File: src/rtl/mem_arbiter.sv
// rtl/mem_arbiter.sv - two-port (fetch/data) arbiter onto a single registered memory bus
//
// Purpose: grants one of the instruction-fetch or load/store ports at a time,
// drives a registered bus transaction until the memory reports ready or the
// wait budget runs out, then returns a one-cycle Ack with read data / error.
//
// Ports:
//   i_clk, i_rst_n            clock, asynchronous active-low reset
//   i_iReq/i_iAddr            fetch request and address
//   o_iAck/o_iRData/o_iErr    fetch completion pulse, data, timeout flag
//   i_dReq/i_dWrite/i_dAddr/i_dWData/i_dSize   load/store request fields
//   o_dAck/o_dRData/o_dErr    data completion pulse, load data, timeout flag
//   o_memReq/o_memWrite/o_memAddr/o_memWData/o_memSize   registered bus
//   i_memReady/i_memRData     memory completion and read data
//   o_busy                    arbiter is not idle
module mem_arbiter #(
  parameter int TIMEOUT = 16
) (
  input  logic        i_clk,
  input  logic        i_rst_n,
  input  logic        i_iReq,
  input  logic [31:0] i_iAddr,
  output logic        o_iAck,
  output logic [31:0] o_iRData,
  output logic        o_iErr,
  input  logic        i_dReq,
  input  logic        i_dWrite,
  input  logic [31:0] i_dAddr,
  input  logic [31:0] i_dWData,
  input  logic [2:0]  i_dSize,
  output logic        o_dAck,
  output logic [31:0] o_dRData,
  output logic        o_dErr,
  output logic        o_memReq,
  output logic        o_memWrite,
  output logic [31:0] o_memAddr,
  output logic [31:0] o_memWData,
  output logic [2:0]  o_memSize,
  input  logic        i_memReady,
  input  logic [31:0] i_memRData,
  output logic        o_busy
);

  localparam int CW = $clog2(TIMEOUT) + 1;
  localparam logic [CW-1:0] CNT_LAST = CW'(TIMEOUT - 1);

  typedef enum logic [1:0] {IDLE, BUSY, RESP} state_t;

  state_t          state;
  state_t          state_nxt;
  logic            last_data;
  logic            grant_data;
  logic [CW-1:0]   wait_cnt;
  logic            any_req;
  logic            pick_data;
  logic            timed_out;
  logic            finish;

  // Data has priority on a tie unless it won the previous arbitration.
  always_comb begin
    any_req   = i_iReq | i_dReq;
    pick_data = i_dReq & (~i_iReq | ~last_data);
    timed_out = (state == BUSY) & ~i_memReady & (wait_cnt == CNT_LAST);
    finish    = (state == BUSY) & (i_memReady | timed_out);
  end

  always_ff @(posedge i_clk or negedge i_rst_n) begin
    if (!i_rst_n) state <= IDLE;
    else          state <= state_nxt;
  end

  always_comb begin
    state_nxt = state;
    case (state)
      IDLE:    if (any_req) state_nxt = BUSY;
      BUSY:    if (finish)  state_nxt = RESP;
      RESP:    state_nxt = IDLE;
      default: state_nxt = IDLE;
    endcase
  end

  always_comb begin
    o_busy = (state != IDLE);
  end

  always_ff @(posedge i_clk or negedge i_rst_n) begin
    if (!i_rst_n) begin
      last_data  <= 1'b0;
      grant_data <= 1'b0;
      wait_cnt   <= '0;
      o_memReq   <= 1'b0;
      o_memWrite <= 1'b0;
      o_memAddr  <= '0;
      o_memWData <= '0;
      o_memSize  <= '0;
      o_iAck     <= 1'b0;
      o_iRData   <= '0;
      o_iErr     <= 1'b0;
      o_dAck     <= 1'b0;
      o_dRData   <= '0;
      o_dErr     <= 1'b0;
    end else begin
      o_iAck <= 1'b0;
      o_dAck <= 1'b0;
      if (state == IDLE && any_req) begin
        grant_data <= pick_data;
        last_data  <= pick_data;
        wait_cnt   <= '0;
        o_memReq   <= 1'b1;
        if (pick_data) begin
          o_memAddr  <= i_dAddr;
          o_memWData <= i_dWData;
          o_memWrite <= i_dWrite;
          o_memSize  <= i_dSize;
        end else begin
          o_memAddr  <= i_iAddr;
          o_memWData <= '0;
          o_memWrite <= 1'b0;
          o_memSize  <= 3'b010;
        end
      end else if (finish) begin
        o_memReq   <= 1'b0;
        o_memWrite <= 1'b0;
        // Ready wins over a simultaneous timeout; stores return zero data.
        if (grant_data) begin
          o_dAck   <= 1'b1;
          o_dErr   <= ~i_memReady;
          o_dRData <= (i_memReady && !o_memWrite) ? i_memRData : 32'h0;
        end else begin
          o_iAck   <= 1'b1;
          o_iErr   <= ~i_memReady;
          o_iRData <= i_memReady ? i_memRData : 32'h0;
        end
      end else if (state == BUSY) begin
        wait_cnt <= wait_cnt + 1'b1;
      end
    end
  end

endmodule

File: config.mk
export PLATFORM = sky130hd
export DESIGN_NAME = mem_arbiter
export DESIGN_NICKNAME = d
export VERILOG_FILES = /design/src/rtl/mem_arbiter.sv
export SDC_FILE = /design/constraint.sdc
export NUM_CORES = 1
export LEC_CHECK = 0
export CORE_MARGIN = 2
export CORE_UTILIZATION = 35
export DETAILED_ROUTE_END_ITERATION = 10
export GPL_ROUTABILITY_DRIVEN = 0
export PLACE_DENSITY = 0.79
export SLEW_MARGIN = 10
export SYNTH_ARGS = -nofsm -noshare
export SYNTH_HDL_FRONTEND = slang
export SYNTH_SLANG_ARGS = --single-unit
export TNS_END_PERCENT = 1
File: constraint.sdc
create_clock -name i_clk -period 2 [get_ports i_clk]
set_input_delay 0.4 -clock i_clk [delete_from_list [all_inputs] [get_ports i_clk]]
set_output_delay 0.4 -clock i_clk [all_outputs]
set_load 0.05 [all_outputs]
==> run metrics, run 1 <==
outcome finished, violations left; violated checks negative setup slack; drt wl/cell 17.3 um; Routed WL 18600 um; clock root buffer master clkbuf_16; port bufs 274; Post-Layout Cell Count 1076; Post-Syn Instances 550; leakage 5.27 nW; vias in the first global route 5423; crit path max fanout 5; fill count 1475; Place WS -0.0605 ns; crit end category flop; Synth cell types 36; Routed Antenna Nets 0; max layer used met4; CTS clock-pin slew for the worst setup and hold paths 0.06 ns; via count 5260; wl on met1 7790 um; R2R Setup Slk -0.07 ns; post-DP HPWL 13100 um; fin nets 977; Post-synth EDFFs 0; Critical Path AT 2.41 ns; Tot GR Track Use 0.196; drt first pass iters 4; DR WL met3 1620 um; Hold Startpoint o_memReq$_DFFE_PN0P_; setup TNS -0.0652 ns; worst hold slack 0.489 ns; H-tree Lvls 4; most frequent cells in the layout dfrtp_1 (145), clkdlybuf4s50_1 (142), nand2_1 (99); R2R depth 6; Peak VDD IR 1.13 mV; fmax 484 MHz; ratio of cells with drive above 1 in the final layout 0.110; Async SR Flop Fraction 1.00; crit path launch type flop; Initial Util 0.358; hold path depth 1; via/cell ratio 4.89; Warnings, synthesis 0; Core Region 0.0173 sq mm; initial antenna violation count 0; antenna diode instance count 0; flops & latches, synth 145; Setup CP Type flop to flop; max cap viols 0; # IOs 275; Worst R2R Start wait_cnt[1]$_DFFE_PN0P_; Worst Path Required 2.34 ns; Skew-Pair Late Insertion Delay 0.41 ns; Final Cell Area 0.0101 sq mm; RSZ-0062 raised after global routing yes; Die X 137 um; largest net degree at the start of global routing 55; Placed Cells 1040; syn_nets 689; die area 0.0188 sq mm; final slew viol count 0; grt total ovfl 0; row count 48; fin worst setup slack -0.0652 ns; area post-placement 0.00938 sq mm; Tightest Pin Transition 0.675 ns; Area Overhead vs Synth 63.6%; reg2reg end wait_cnt[3]$_DFFE_PN0P_; final clock skew 0.00924 ns; CTS Sinks 145; Iter 0 DRT Violations 209; first-pass GRT wire length 28400 um; worst-case clock buffer depth 2; post-synthesis sequential area ratio 0.586; Final min period 2.07 ns; Routed met2 length 9050 um; Max-slew headroom 0.547; drt drc 0; synthesized area 0.00619 sq mm; most common cell after layout, fill and taps aside dfrtp_1; CTS tree yes; Synth Flop Type dfrtp_1; final hold viol count 0; endpoints failing setup 1; worst hold endpoint o_memReq$_DFFE_PN0P_; Num CTS Buffers 17; syn_area_per_cell 11.3 sq um; Tcrit/Tclk final 1.03; Hold Path Class flop to flop; pwr dens 1870 mW/mm^2; Die Height 137 um
[logic make-up (layout without fill, tap and decap cells)]
family                   Yosys count  count (layout)  synth area share
multiplexers                      68              68             0.110
buffers and inverters            109             410            0.0750
flip-flops                       145             145             0.586
AND/OR/NAND/NOR                  116             116            0.0789
adder cells (fa/ha/maj)            2               2           0.00404
AO/OA/AOI/OAI                    110             110             0.146
[cells in the mapped netlist (3+ instances only)]
master	instances	share of area
inv_1	69	0.042
nand2_1	99	0.060
o21ai_0	4	0.0032
a2bb2oi_1	32	0.045
mux2i_1	68	0.11
a22o_1	34	0.048
dfrtp_1	145	0.59
clkbuf_1	14	0.0085
a211oi_1	32	0.039
buf_6	3	0.0055
buf_2	17	0.014
buf_4	3	0.0036
[flip-flops by register name, indices dropped and copies added (netlist names)]
register,cells
o_iAck,1
o_dErr,1
o_dRData,32
o_memWData,32
o_memAddr,32
o_memWrite,1
state,2
o_iErr,1
grant_data,1
o_iRData,32
o_memReq,1
o_memSize,3
o_dAck,1
wait_cnt,5
[routing by layer]
layer	vias up	track usage
met4	0	0.0452
met5	-	0
met1	2562	0.247
met3	15	0.0678
met2	221	0.323
li1	2462	-
[repair_timing]
action / in CTS / in global routing
endpoints found under the hold margin: 50 / 0
gates resized for setup: 63 / 67
hold buffers: 1 / 0
pin swaps: 0 / 5
endpoints found under the setup margin: 77 / 129
setup buffers: 0 / 3
[power breakdown]
group | internal (mW) | switching, mW
registers | 4.32 | 0.774
clock network | 1.78 | 1.39
logic | 3.55 | 7.15
[final cells by class]
class / count / area, sq um / area share
clock buffer: 17 / 425 / 0.0420
clock inverter: 15 / 166 / 0.0164
inverter: 70 / 263 / 0.0260
multi-input combinational: 296 / 2140 / 0.212
sequential: 145 / 3630 / 0.358
tap: 225 / 282 / 0.0278
timing repair buffer: 308 / 3220 / 0.318
[metrics by stage]
| stage | power [mW] | util |
|---|---|---|
| after floorplan | 12.2 | - |
| after global placement | 16.1 | 0.542 |
| after detailed placement | 16.3 | 0.542 |
| after CTS | 19.1 | 0.573 |
| after global routing | 19.8 | 0.585 |
| final | 18.9 | 0.585 |
[worst max path at each step]
stage                     cells past startpoint               startpoint  slack [ns]                         to
after CTS                                     6  wait_cnt[0]$_DFFE_PN0P_       -0.03    wait_cnt[3]$_DFFE_PN0P_
after detailed placement                      5                   i_dReq       -0.06  o_memAddr[11]$_DFFE_PN0P_
after global routing                          6  wait_cnt[1]$_DFFE_PN0P_       -0.12    wait_cnt[3]$_DFFE_PN0P_
final                                         6  wait_cnt[1]$_DFFE_PN0P_       -0.07    wait_cnt[3]$_DFFE_PN0P_
after global placement                        5                   i_dReq        0.02  o_memAddr[11]$_DFFE_PN0P_
after floorplan                               6  wait_cnt[0]$_DFFE_PN0P_       0.008    wait_cnt[3]$_DFFE_PN0P_
[worst max-delay path: stages, from the launching register on]
cell,delay (ns)
dfrtp_1,0.38
ha_2,0.19
and3_4,0.19
ha_4,0.15
or4b_4,0.55
or3_4,0.41
a21oi_2,0.13
No activity file was read; power rests on OpenSTA's default activity.
==> inputs of run 2 (changes only) <==
Settings changed: CORE_UTILIZATION 35 to 38, PLACE_DENSITY 0.79 to 0.84.
==> run 2 against run 1 <==
Against the previous run:
- sequential power about the same
- highest routed layer unchanged
- count of clock-buffer cells in the layout up 1
- clock skew up 0.0059 ns
- maximum frequency up 2.5%
- sequential cell count unchanged
- hold slack worse by 0.030 ns
- register-to-register slack better by 0.05 ns
- first-iteration DRC count up 27%
- the flow still finishes with violations (negative setup slack)
- critical path type unchanged
- critical path depth unchanged
- cell count down 1.6%
==> run metrics, run 2 (synthesized netlist as in run 1, its figures left out) <==
port bufs 274; outcome finished, violations left; antenna diode instance count 0; pwr dens 1890 mW/mm^2; Die Height 132 um; max cap viols 0; crit path launch type flop; endpoints failing setup 1; Tightest Pin Transition 0.873 ns; Num CTS Buffers 17; # IOs 275; final hold viol count 0; Final min period 2.01 ns; Placed Cells 1026; Area Overhead vs Synth 61.1%; Skew-Pair Late Insertion Delay 0.41 ns; Setup Buffers After CTS 0; Core Util, Final 0.628; Worst Path Required 2.33 ns; drt drc 0; fin worst setup slack -0.0148 ns; ratio of cells with drive above 1 in the final layout 0.101; H-tree Lvls 4; drt first pass iters 4; Die X 132 um; Core Region 0.0159 sq mm; most frequent cells in the layout dfrtp_1 (145), clkdlybuf4s50_1 (144), nand2_1 (99); Routed WL 18400 um; via count 5215; CP max stage delay 0.49 ns; CP dominant cell by count ha_2; Hold Path Class primary input to async pin; vias in the first global route 5468; first-pass GRT wire length 29300 um; violated checks negative setup slack; via/cell ratio 4.92; CTS tree yes; CTS Sinks 145; worst-path cell chain ha_2 -> and3_1 -> ha_2 -> or4b_4 -> or3_1 -> a21oi_1; crit path max fanout 4; worst-case clock buffer depth 2; row count 46; crit end category flop; leakage 5.17 nW; CTS clock-pin slew for the worst setup and hold paths 0.06 ns; Routed Antenna Nets 0; final clock skew 0.0151 ns; most common cell after layout, fill and taps aside dfrtp_1; Iter 0 DRT Violations 266; initial antenna violation count 0; fmax 496 MHz; Tot GR Track Use 0.214; fin nets 969; Initial Util 0.390; Peak VDD IR 1.25 mV; Setup CP Type flop to flop; Max-slew headroom 0.417; Critical Path AT 2.34 ns; clock root buffer master clkbuf_16; die area 0.0173 sq mm; final slew viol count 0; Post-Layout Cell Count 1059; drt wl/cell 17.4 um; setup TNS -0.0148 ns; post-DP HPWL 12900 um; CP max stage cell or4b_4; largest net degree at the start of global routing 45; grt total ovfl 0; RSZ-0062 raised after global routing yes; Place WS -0.0725 ns; Tcrit/Tclk final 1.01
[run 2: cell types whose count changed in the layout (fill, tap and decap cells not counted), sizes merged]
cell	delta
dlygate4sd2	-1
bufinv	+1
inv	-3
buf	-7
dlymetal6s2s	-1
clkinv	+1
clkdlybuf4s50	+2
[run 2: layer usage]
metal	part of all wire	vias to the layer above	track usage
met5	0	-	0
met4	0.018	0	0.0707
met3	0.077	20	0.0694
met2	0.48	236	0.349
met1	0.42	2517	0.268
li1	-	2442	-
[run 2: layout make-up]
class | instances | area (sq um)
Inverter | 70 | 263
Tap cell | 216 | 270
Sequential cell | 145 | 3630
Clock inverter | 14 | 154
Fill cell | 1284 | 5910
Clock buffer | 18 | 429
Multi-Input combinational cell | 296 | 2130
Timing Repair Buffer | 300 | 3100
[run 2: per-stage QoR]
stage	cell area [sq um]	total power [mW]	hold slack (ns)
finish	9970	18.8	0.459
global route	9970	19.7	0.477
CTS	9820	19.0	0.455
detailed placement	9280	16.2	0.333
global placement	9280	16.0	0.331
floorplan	6190	12.2	0.104
[run 2: worst max-delay path, delay by kind of cell, from the launching register on]
family	cells	cell delay (ns)
and+or+nand+nor	3	1.04
adders and majority gates	2	0.37
AOI/OAI and AO/OA	1	0.15
DFF	1	0.38
[run 2: final timing paths]
check | start | endpoint | slack (ns) | cells past startpoint
worst max-delay path | wait_cnt[0]$_DFFE_PN0P_ | wait_cnt[3]$_DFFE_PN0P_ | -0.01 | 6
worst min-delay path | i_rst_n | o_iRData[6]$_DFFE_PN0P_ | 0.46 | 2
worst max register to register | wait_cnt[0]$_DFFE_PN0P_ | wait_cnt[3]$_DFFE_PN0P_ | -0.01 | 6
worst min register to register | o_memSize[1]$_DFFE_PN0P_ | o_memSize[1]$_DFFE_PN0P_ | 0.50 | 1
max in group asynchronous | i_rst_n | o_dRData[2]$_DFFE_PN0P_ | 0.91 | 3
min in group i_clk | o_memSize[1]$_DFFE_PN0P_ | o_memSize[1]$_DFFE_PN0P_ | 0.50 | 1
[run 2: what timing repair did]
item / 4_1_cts / 5_1_grt
hold endpoints to repair: 32 / 0
pin swaps: 0 / 0
resized for setup: 66 / 61
endpoints found under the setup margin: 67 / 63
hold buffers: 1 / 0
[run 2: power by group]
part / internal, mW / switching, mW
clock: 1.86 / 1.30
sequential: 4.32 / 0.759
combinational: 3.46 / 7.15
==> inputs of run 3 (changes only) <==
Settings changed: CORE_MARGIN 2 to not set, CORE_UTILIZATION 38 to 40.
Clock period 2 ns to 2.2 ns, I/O delays scaled along.
==> run 3 against run 2 <==
Against the previous run:
- the run now ends clean
- clock skew fell by 0.0052 ns
- total power fell by 7.4%
- non-clock buffer count fell by 8
- global-route usage rose by 1.1 points
- sequential cell count did not move
- cell count fell by 3.6%
==> run metrics, run 3 (synthesized netlist as in run 1, its figures left out) <==
endpoints failing setup 0; outcome finished clean; row count 45; Core Util, Final 0.647; Placed Cells 989; largest net degree at the start of global routing 55; Place WS 0.0247 ns; WP buf/inv 1; via/cell ratio 5.06; Initial Util 0.409; CTS clock-pin slew for the worst setup and hold paths 0.06 ns; Worst path depth 1; crit path launch type flop; Hold Path Class flop to flop; initial antenna violation count 0; CTS Sinks 145; final slew viol count 0; H-tree Lvls 4; Routed Antenna Nets 0; CP max stage cell clkdlybuf4s50_1; drt first pass iters 6; worst-case clock buffer depth 2; Tot GR Track Use 0.225; port bufs 274; drt wl/cell 17.0 um; first-pass GRT wire length 27800 um; worst-path cell chain clkdlybuf4s50_1; via count 5165; fmax 477 MHz; setup TNS 0 ns; most frequent cells in the layout clkdlybuf4s50_1 (271), dfrtp_1 (145), nand2_1 (99); Num CTS Buffers 17; clock root buffer master clkbuf_16; drt drc 0; RSZ-0062 raised after global routing no; antenna diode instance count 0; post-DP HPWL 12300 um; # IOs 275; fin worst setup slack 0.105 ns; Setup CP Type flop to output pin; area of the multi-input gates 0.00211 sq mm; fill count 1169; Core Region 0.0151 sq mm; Reg area 0.00363 sq mm; fin nets 961; max cap viols 0; Iter 0 DRT Violations 243; crit end category output pin; Tightest Pin Transition 0.918 ns; Post-Layout Cell Count 1021; Critical Path AT 1.66 ns; Routed WL 17400 um; crit path max fanout 3; Peak VDD IR 1.16 mV; Largest delay share family, worst path buffers and inverters; Die Height 126 um; Max-slew headroom 0.386; CP max stage delay 0.86 ns; Area Overhead vs Synth 58.3%; Final min period 2.10 ns; CTS tree yes; leakage 4.24 nW; Tcrit/Tclk final 0.952; Skew-Pair Late Insertion Delay 0.42 ns; final hold viol count 0; die area 0.0160 sq mm; final clock skew 0.00989 ns; R2R depth 6; ratio of cells with drive above 1 in the final layout 0.0696; hold path depth 1; Worst Path Required 1.76 ns; pwr dens 1780 mW/mm^2; most common cell after layout, fill and taps aside clkdlybuf4s50_1; Die X 126 um; vias in the first global route 5442; grt total ovfl 0
run 3: timing repair:
item                       4_1_cts  5_1_grt
buffers inserted                 0        1
hold endpoints to repair        47        0
gates resized for setup          1        1
setup endpoints to repair        1        2
hold buffers                     1        0
run 3: worst paths after layout:
kind / slack [ns] / endpoint / start
worst max register to register: 0.11 / wait_cnt[3]$_DFFE_PN0P_ / wait_cnt[1]$_DFFE_PN0P_
worst min register to register: 0.49 / wait_cnt[2]$_DFFE_PN0P_ / wait_cnt[2]$_DFFE_PN0P_
worst max-delay path: 0.10 / o_memWrite / o_memWrite$_DFFE_PN0P_
max in group asynchronous: 0.92 / o_dRData[21]$_DFFE_PN0P_ / i_rst_n
min in group asynchronous: 0.54 / o_dRData[17]$_DFFE_PN0P_ / i_rst_n
worst min-delay path: 0.49 / wait_cnt[2]$_DFFE_PN0P_ / wait_cnt[2]$_DFFE_PN0P_
run 3: metal layers:
layer | global-route usage | up-vias | routed length, um
li1 | - | 2419 | -
met1 | 0.277 | 2512 | 7480
met2 | 0.375 | 209 | 8390
met3 | 0.0654 | 25 | 1180
met4 | 0.0858 | 0 | 360
met5 | 0 | - | 0
run 3: final cells by class:
cell class | count | share of cell area
timing repair buffer | 292 | 0.305
clock buffer | 21 | 0.0470
clock inverter | 9 | 0.0111
tap | 188 | 0.0240
sequential | 145 | 0.370
inverter | 70 | 0.0268
multi-input combinational | 296 | 0.215
run 3: worst reg2reg max path, stage by stage, from the launching register on:
cell and delay [ns]:
dfrtp_1 0.39, ha_1 0.20, and3_1 0.19, ha_1 0.21, or4b_4 0.52, or3_1 0.36
a21oi_1 0.14
run 3: power by group:
part	internal, mW	switching, mW	total [mW]
Clock	1.71	1.08	2.79
Sequential	3.93	0.763	4.69
Combinational	3.55	6.40	9.95
Total	9.20	8.24	17.4
run 3: metrics by stage:
step | hold slack [ns] | power, mW | cell area, sq um
6_report | 0.490 | 17.4 | 9800
5_1_grt | 0.514 | 18.2 | 9800
4_1_cts | 0.496 | 17.5 | 9790
3_5_place_dp | 0.419 | 14.7 | 9210
3_3_place_gp | 0.417 | 14.5 | 9210
2_1_floorplan | 0.144 | 11.1 | 6190
